<file path="config.mk">
export PLATFORM = sky130hd
export DESIGN_NAME = sbox_sub_sched
export DESIGN_NICKNAME = d
export VERILOG_FILES = /design/src/rtl/sbox_sub_sched.sv
export SDC_FILE = /design/constraint.sdc
export NUM_CORES = 1
export LEC_CHECK = 0
export CAP_MARGIN = 20
export CORE_ASPECT_RATIO = 1.75
export CORE_MARGIN = 3
export CORE_UTILIZATION = 30
export DETAILED_ROUTE_END_ITERATION = 12
export DONT_BUFFER_PORTS = 1
export PLACE_DENSITY_LB_ADDON = 0.12
export SETUP_SLACK_MARGIN = 0.4
export SLEW_MARGIN = 25
export SYNTH_ARGS = -nofsm -noshare
export SYNTH_HDL_FRONTEND = slang
export SYNTH_HIERARCHICAL = 1
export SYNTH_SLANG_ARGS = --single-unit
</file>
<file path="constraint.sdc">
create_clock -name i_clk -period 5.76 [get_ports i_clk]
set_input_delay 0.288 -clock i_clk [delete_from_list [all_inputs] [get_ports i_clk]]
set_output_delay 0.288 -clock i_clk [all_outputs]
set_load 0.03 [all_outputs]
</file>
<file path="src/rtl/sbox_sub_sched.sv">
// rtl/sbox_sub_sched.sv - shared four-lane S-box engine serving state SubBytes and key SubWord requests
// One 32-bit operand per beat: a state job takes four column beats, a key job a single beat.

module sbox_lut (
  input  logic [7:0] i_a,
  output logic [7:0] o_y
);
  localparam logic [2047:0] SBOX_TABLE = {
    128'h637c777bf26b6fc53001672bfed7ab76, 128'hca82c97dfa5947f0add4a2af9ca472c0,
    128'hb7fd9326363ff7cc34a5e5f171d83115, 128'h04c723c31896059a071280e2eb27b275,
    128'h09832c1a1b6e5aa0523bd6b329e32f84, 128'h53d100ed20fcb15b6acbbe394a4c58cf,
    128'hd0efaafb434d338545f9027f503c9fa8, 128'h51a3408f929d38f5bcb6da2110fff3d2,
    128'hcd0c13ec5f974417c4a77e3d645d1973, 128'h60814fdc222a908846eeb814de5e0bdb,
    128'he0323a0a4906245cc2d3ac629195e479, 128'he7c8376d8dd54ea96c56f4ea657aae08,
    128'hba78252e1ca6b4c6e8dd741f4bbd8b8a, 128'h703eb5664803f60e613557b986c11d9e,
    128'he1f8981169d98e949b1e87e9ce5528df, 128'h8ca1890dbfe6426841992d0fb054bb16
  };
  logic [7:0] rev_idx;
  // Entry 0 sits in the top byte of the table, so index from the other end.
  assign rev_idx = 8'd255 - i_a;
  assign o_y = SBOX_TABLE[{rev_idx, 3'b000} +: 8];
endmodule

module sbox_sub_sched #(
  parameter int KEY_FIRST = 1
) (
  input  logic         i_clk,
  input  logic         i_rst,
  input  logic         i_st_valid,
  input  logic [127:0] i_st_data,
  output logic         o_st_ready,
  output logic         o_st_done,
  output logic [127:0] o_st_result,
  input  logic         i_kw_valid,
  input  logic [31:0]  i_kw_word,
  input  logic         i_kw_rot,
  output logic         o_kw_ready,
  output logic         o_kw_done,
  output logic [31:0]  o_kw_result,
  output logic         o_busy
);
  typedef enum logic [1:0] {IDLE, SUB, RESP} state_e;

  state_e       state_q, state_d;
  logic [1:0]   col_q, col_d;
  logic         own_key_q, own_key_d;
  logic         prio_key_q, prio_key_d;
  logic [127:0] op_q, op_d;
  logic [127:0] st_res_q, st_res_d;
  logic [31:0]  kw_res_q, kw_res_d;
  logic         st_done_q, st_done_d;
  logic         kw_done_q, kw_done_d;
  logic [31:0]  lane_in, lane_out;
  logic         can_grant;

  assign can_grant  = (state_q == IDLE) && !i_rst;
  assign o_kw_ready = can_grant & i_kw_valid & (!i_st_valid | prio_key_q);
  assign o_st_ready = can_grant & i_st_valid & (!i_kw_valid | !prio_key_q);

  always_comb begin
    lane_in = op_q[31:0];
    if (!own_key_q) begin
      case (col_q)
        2'd0:    lane_in = op_q[127:96];
        2'd1:    lane_in = op_q[95:64];
        2'd2:    lane_in = op_q[63:32];
        default: lane_in = op_q[31:0];
      endcase
    end
  end

  for (genvar g = 0; g < 4; g++) begin : g_lane
    sbox_lut u_sbox (.i_a(lane_in[8*g +: 8]), .o_y(lane_out[8*g +: 8]));
  end

  always_comb begin
    state_d    = state_q;
    col_d      = col_q;
    own_key_d  = own_key_q;
    prio_key_d = prio_key_q;
    op_d       = op_q;
    st_res_d   = st_res_q;
    kw_res_d   = kw_res_q;
    st_done_d  = 1'b0;
    kw_done_d  = 1'b0;
    case (state_q)
      IDLE: begin
        if (o_kw_ready) begin
          op_d       = {96'd0, i_kw_rot ? {i_kw_word[23:0], i_kw_word[31:24]} : i_kw_word};
          own_key_d  = 1'b1;
          prio_key_d = 1'b0;
          col_d      = 2'd0;
          state_d    = SUB;
        end else if (o_st_ready) begin
          op_d       = i_st_data;
          own_key_d  = 1'b0;
          prio_key_d = 1'b1;
          col_d      = 2'd0;
          state_d    = SUB;
        end
      end
      SUB: begin
        if (own_key_q) begin
          kw_res_d  = lane_out;
          kw_done_d = 1'b1;
          state_d   = RESP;
        end else begin
          // Substituted columns overwrite the consumed operand so the visible result changes only once.
          case (col_q)
            2'd0:    op_d[127:96] = lane_out;
            2'd1:    op_d[95:64]  = lane_out;
            2'd2:    op_d[63:32]  = lane_out;
            default: begin
              st_res_d  = {op_q[127:32], lane_out};
              st_done_d = 1'b1;
              state_d   = RESP;
            end
          endcase
          col_d = col_q + 2'd1;
        end
      end
      RESP:    state_d = IDLE;
      default: state_d = IDLE;
    endcase
  end

  always_ff @(posedge i_clk) begin
    if (i_rst) begin
      state_q    <= IDLE;
      col_q      <= 2'd0;
      own_key_q  <= 1'b0;
      prio_key_q <= (KEY_FIRST != 0);
      op_q       <= 128'd0;
      st_res_q   <= 128'd0;
      kw_res_q   <= 32'd0;
      st_done_q  <= 1'b0;
      kw_done_q  <= 1'b0;
    end else begin
      state_q    <= state_d;
      col_q      <= col_d;
      own_key_q  <= own_key_d;
      prio_key_q <= prio_key_d;
      op_q       <= op_d;
      st_res_q   <= st_res_d;
      kw_res_q   <= kw_res_d;
      st_done_q  <= st_done_d;
      kw_done_q  <= kw_done_d;
    end
  end

  assign o_st_done   = st_done_q;
  assign o_kw_done   = kw_done_q;
  assign o_st_result = st_res_q;
  assign o_kw_result = kw_res_q;
  assign o_busy      = (state_q != IDLE);
endmodule

</file>
Yosys cells after proc, flatten, opt, wreduce, memory -nomap -nowiden
Cells that the tools add are included.

Register bits: 296. Input bits: 165. Output and inout bits: 165. Word-level logic and storage cells: 85.

Add/subtract/negate cells: 5. Eq/ne operators: 9. Shift-type cells: 4. Mux-type cells: 25. Bitwise logic cells: 9. Reduce and logical (&&, ||, !) cells: 21.

Operator list (count): $shiftx A2048 B12 Y8 const A (4); $mux W128 (2); $pmux W96 S2 (1); $mux W32 (5); $mux W96 (1); $pmux W32 S3 (1); $sub A8 B8 Y8 const A (4); $mux W2 (7); $reduce_and A4 Y1 (3); $pmux W2 S2 (2); $mux W1 (6); $ne A2 B1 Y1 const B (3); $ne A3 B3 Y1 const B (2); $reduce_and A2 Y1 (3); $reduce_and A3 Y1 (2); $reduce_bool A2 Y1 (3); $reduce_or A3 Y1 (2); $and A1 B1 Y1 (4); $eq A2 B1 Y1 const B (2); $logic_not A1 Y1 (4); $logic_not A2 Y1 (2); $not A1 Y1 (3); $add A2 B1 Y2 const B (1); $eq A2 B2 Y1 const B (1); 4 further kinds (5).

Logic depth before layout (Yosys ltp)
Depth after elaboration: 8. Mapped depth: 20. Mapped depth without buffers: 15.

Modules after synthesis
The synthesis kept the hierarchy.

Modules (own cells, without submodules): sbox_lut (times used 4, cells each 550, area each 3533.4 sq um, seq. area each 0.0 sq um); sbox_sub_sched (times used 1, cells each 1612, area each 14083.5 sq um, seq. area each 5925.7 sq um).

Least setup slack after synthesis
Ideal clock, no wire load.

Path kind: register to register. Start point: register col_q[0]. End point: register op_q[94]. Setup time: 95 ps. Arrival: 4651 ps. Data required time: 5665 ps. Slack: 1013 ps. Cell stages (with the launch flop): 20. Buffers on the path: 4. Period minus slack after synthesis: 4747 ps. Path through: dfxtp_1 -> inv_1 -> ha_1 -> clkbuf_1 -> clkbuf_1 -> a222oi_1 -> o21ai_0 -> buf_2 -> inv_1 -> ha_1 -> or2_2 -> clkbuf_1 -> o22ai_1 -> a311oi_1 -> a211oi_1 -> a211oi_1 -> o22ai_1 -> nand3b_1 -> o311ai_0 -> a221oi_1.

Word-level cells in the longest chain between the ends: 8. Elaborated cells between the ends (all ways): 12. Classes of those cells: add/sub: 1; eq/ne: 3; shift: 1; mux: 5; reduce/logical: 2.

RTL lines: start: declaration (RTL line 45) `logic [1:0] col_q, col_d;`; start signal: assignment (RTL line 140) `col_q <= col_d;`; $eq A2 B2 Y1, or another cell as far along (RTL line 63) `case (col_q)`; $pmux W32 S3 * (RTL line 63); $mux W32 * (RTL line 62) `if (!own_key_q) begin`; via lane_in[25] (RTL line 53) `logic [31:0] lane_in, lane_out;`; $sub A8 B8 Y8 * (RTL line 20) `assign rev_idx = 8'd255 - i_a;`; $shiftx A2048 B12 Y8 * (RTL line 21) `assign o_y = SBOX_TABLE[{rev_idx, 3'b000} +: 8];`; via lane_out[30] (RTL line 53); $mux W32 * (RTL line 109) `case (col_q)`; $mux W96 * (RTL line 103) `if (own_key_q) begin`; $pmux W96 S2 * (RTL line 86) `case (state_q)`; end signal: assignment (RTL line 143) `op_q <= op_d;`; end: declaration (RTL line 48) `logic [127:0] op_q, op_d;`.

Mark *: on every way through the listed nets, which the timed path passes. The rest lies on a longest branch. The select of a mux whose other input is x is not followed. A chain may end at the register's enable or synchronous reset.

Worst setup path in the final report
Start point: register col_q[0]. End point: register op_q[86].

Same word-level chain as after synthesis.

==> qor.csv <==
stage;metric;value;unit
run_status;outcome;complete, no violations;
clock_network;cts_tree;yes;
final_layout;nFillCells;10160;
power_and_ir_drop;switching_share;52.1;%
synth;netlist_instances;3812;
power_and_ir_drop;power;0.0128;W
die;pin_count;330;
power_and_ir_drop;clkPwrFrac;17.0;%
critical_path;max_stage_delay;0.71;ns
detailed_routing;vias_per_cell;6.68;
power_and_ir_drop;sequentialPowerShare;18.7;%
final_layout;fin_area;31100;um^2
synth;synth_mux_area_share;2.93;%
synth;syn_avg_cell_area;7.40;um^2
grt;grtUsageTotal;32.8;%
critical_path;arrival;5.73;ns
grt;busiest_layer;met2;
clock_network;numCtsBuffers;35;
critical_path;worstPathCellList;inv_1 -> ha_4 -> buf_4 -> a222oi_1 -> o21ai_4 -> buf_4 -> nand2b_1 -> o21ai_1 -> o311ai_0 -> o41ai_1 -> o2bb2ai_1 -> o22ai_1 -> buf_4 -> nand3b_1 -> o311ai_0 -> a221oi_1;
synth;syn_area;28200;um^2
power_and_ir_drop;p_int;0.00614;W
synth;synthXorXnorAreaFrac;0.248;%
synth;synth_edf_count;0;
synth;synth_compound_area_share;37.4;%
detailed_routing;drtIter0Drc;4138;
synth;synth_top_family_by_area;compound AO/OA/AOI/OAI gates;
timing;slew_violations;0;
grt;grt_max_degree;233;
critical_path;reg2reg_depth;16;
grt;met3_usage;5.55;%
min_path;hold_path_depth;3;
timing;finalSetupViolCount;0;
timing;finalSetupTns;0;ns
final_layout;fin_nets;3901;
synth;synthAdderAreaFrac;2.84;%
min_path;min-delay-path-class;in2reg;
detailed_routing;ant_nets;0;
final_layout;drive_above_1_share;16.3;%
critical_path;cp_data_required_time;6.23;ns
final_layout;area_growth;10.3;%
placed_design;dp.cells;4798;
timing;fin_crit;5.26;ns
timing;finalClockSkew;0.0209;ns
synth;ys_warn_count;6;
clock_network;cts-htree-levels;2;
grt;grt_pass1_vias;31675;
grt;grt_pass1_wl;238000;um
clock_network;clockRootBuffer;clkbuf_16;
grt;antenna_found_initial;11;
min_path;whs_endpoint;op_q[3];
timing;worst_pin_slew;1.05;ns
die;die_height;412;um
detailed_routing;routedWlPerCell;34.3;um
critical_path;crit_path_end_kind;register;
grt;use_met2;57.2;%
grt;gr-usage-met1;35.7;%
critical_path;crit_fanout;18;
power_and_ir_drop;comb_power_share;64.3;%
power_and_ir_drop;p_leak;10.6;nW
job;cap_viol_max_count;0;
grt;gr-total-overflow;0;
synth;async_reset_ff_share;0;%
critical_path;cp_common_cell;buf_4;
synth;synthesis.nets;4041;
synth;synth-main-ff-cell;dfxtp_1;
placed_design;routabilityCongestion;1.08;
detailed_routing;via_count;32773;
timing;max_freq;190;MHz
timing;slew_headroom;30.3;%
clock_network;insertion_delay;0.57;ns
timing;rsz0062_at_grt;no;
final_layout;final_core_util;33.4;%
placed_design;dp_hpwl;124000;um
synth;synthSimpleGateAreaFrac;24.2;%
die;rows;148;
detailed_routing;drc;0;
die;die_x;238;um
critical_path;worstSetupPathType;reg2reg;
power_and_ir_drop;ir_worst_vdd;174;uV
synth;ys_ff_latch;296;
die;dieArea;97900;um^2
critical_path;r2r_end;op_q[86];
clock_network;clk_pin_slew;0.06;ns
timing;finalCritPeriodShare;91.4;%
placed_design;numPortBuffers;0;
min_path;min_from;i_kw_word[3];
die;initial_core_util;30.3;%
critical_path;slowest_stage;o22ai_1;
clock_network;post_cts_buffers;0;
power_and_ir_drop;p_sw;0.00667;W
timing;finalHoldViolations;0;
die;core_area;93100;um^2
critical_path;startpoint_type;register;
detailed_routing;wl;168000;um
clock_network;clock_tree.buffer_depth;3;
critical_path;r2r_setup_slack;0.50;ns
clock_network;cts.sinks;296;
placed_design;placed_cell_area;29600;um^2
synth;seq_area_frac_synth;21.0;%
synth;ys_types;91;
critical_path;r2r-start;col_q[0];
detailed_routing;firstDrtPassIters;6;
power_and_ir_drop;cellPowerDensity;412;nW/um^2
final_layout;instances_no_fill;4905;
-- flip-flops by register name, summed over array words and instances (netlist names) --
signal,cells
o_st_result,128
op_q,128
o_kw_result,32
col_q,2
state_q,2
o_kw_done,1
o_st_done,1
own_key_q,1
prio_key_q,1
-- worst max path at each step --
| stage | from | to | cells past startpoint |
|---|---|---|---|
| floorplan | col_q[0] | op_q[94] | 19 |
| global placement | col_q[1] | op_q[67] | 16 |
| detailed placement | col_q[1] | op_q[67] | 16 |
| CTS | col_q[0] | op_q[33] | 15 |
| global route | col_q[0] | op_q[78] | 15 |
| finish | col_q[0] | op_q[86] | 16 |
-- final cells by class --
type                    count  area, um^2  share of cell area (%)
multi-input cells        2907       19500                    62.7
well taps                1200        1500                    4.83
clock inverters            11        76.3                   0.245
repair buffers            281        2520                    8.11
diodes                     10        25.0                  0.0804
clock buffers              49         988                    3.18
flip-flops and latches    296        5930                    19.1
inverters                 151         571                    1.83
-- cells in the final DEF (no fill, tap or decap), drive strengths merged, types with 29 or more instances in the layout --
| cell type | netlist | final |
|---|---|---|
| nand2 | 450 | 450 |
| a21oi | 341 | 341 |
| dfxtp | 296 | 296 |
| o21ai | 248 | 248 |
| buf | 296 | 247 |
| nor2 | 187 | 187 |
| inv | 151 | 152 |
| o311ai | 128 | 128 |
| a221oi | 128 | 128 |
| or2 | 126 | 127 |
| nand3b | 104 | 104 |
| nand2b | 97 | 97 |
| nor2b | 73 | 73 |
| nand3 | 72 | 72 |
| a31oi | 69 | 69 |
| ha | 64 | 64 |
| a211oi | 54 | 54 |
| o211ai | 52 | 52 |
| o22ai | 52 | 52 |
| a311oi | 52 | 52 |
| clkbuf | 163 | 49 |
| nor3 | 48 | 48 |
| nor4 | 40 | 40 |
| a221o | 40 | 40 |
| mux2i | 36 | 36 |
| and2 | 36 | 36 |
| dlygate4sd3 | 0 | 34 |
| a222oi | 32 | 32 |
| a22o | 32 | 32 |
| o31ai | 29 | 29 |
-- metal layers --
layer | share of wire [%] | vias up
li1 | - | 14080
met1 | 35 | 15907
met2 | 48 | 2115
met3 | 7.3 | 669
met4 | 9.1 | 2
met5 | 0.0077 | -
-- cells in the mapped netlist, types with 16 or more instances --
cell type	count	area share, %
o21ai_0	220	3.9
mux2i_1	36	1.3
a221oi_2	29	1.5
or2_2	122	2.7
o211ai_1	52	1.4
o311ai_0	112	3.5
o31ai_1	29	0.77
nor4_1	40	0.89
inv_1	146	1.9
nand3_1	72	1.3
a211oi_1	54	1.4
a22o_1	32	0.99
nor2b_1	65	1.4
clkbuf_1	159	2.1
a311oi_1	52	1.6
and2_1	32	0.71
buf_6	62	2.5
nand2b_1	89	2.0
a222oi_1	32	1.1
buf_2	168	3.0
o32ai_1	16	0.50
dfxtp_1	296	21
nor2_1	182	2.4
a31oi_1	69	1.5
o22ai_1	52	1.2
a211o_1	17	0.53
a221oi_1	99	3.1
nand2_2	16	0.35
o311ai_1	16	0.50
a21oi_1	341	6.0
a221o_1	40	1.4
nor3_1	48	0.85
and3_1	16	0.35
nand2_1	434	5.8
nand3b_1	104	2.8
buf_4	52	1.4
o21ai_1	28	0.50
a22oi_1	24	0.64
ha_1	64	2.8
-- power by group through the flow --
stage | Clock [W] | Combinational, W | Sequential (W)
floorplan | 0 | 0.00491 | 0.00233
global placement | 0 | 0.00798 | 0.00244
CTS | 0.00224 | 0.00790 | 0.00239
finish | 0.00218 | 0.00824 | 0.00239
detailed placement | 0 | 0.00781 | 0.00243
global route | 0.00229 | 0.00855 | 0.00240
-- what timing repair did --
item	4_1_cts	5_1_grt
resized for setup	2	9
gates cloned	1	0
endpoints found under the hold margin	263	0
pin swaps	1	0
hold buffers	35	0
setup endpoints to repair	6	24
-- critical path: cells and delay by family (launching register included) --
family / cells / cell delay (ns)
AO/OA/AOI/OAI: 9 / 3.03
AND/OR/NAND/NOR: 2 / 0.44
adder cells (fa/ha/maj): 1 / 0.31
buffers and inverters: 4 / 0.93
flip-flops: 1 / 0.42
-- logic make-up (layout without fill, tap and decap cells) --
group                    Yosys count  in the layout
AO/OA/AOI/OAI                   1473           1473
AND/OR/NAND/NOR                 1297           1298
buffers and inverters            610            492
flip-flops                       296            296
adder cells (fa/ha/maj)           64             64
multiplexers                      64             64
XOR/XNOR                           8              8
other                              0             10
-- through the flow --
stage | hold slack [ns] | setup slack (ns)
after floorplan | 0.428 | 1.01
after global placement | 0.396 | 0.263
after CTS | 0.0673 | 0.459
after detailed placement | 0.393 | 0.245
final | 0.106 | 0.496
after global routing | 0.0912 | 0.402
(Power assumes the default switching activity.)
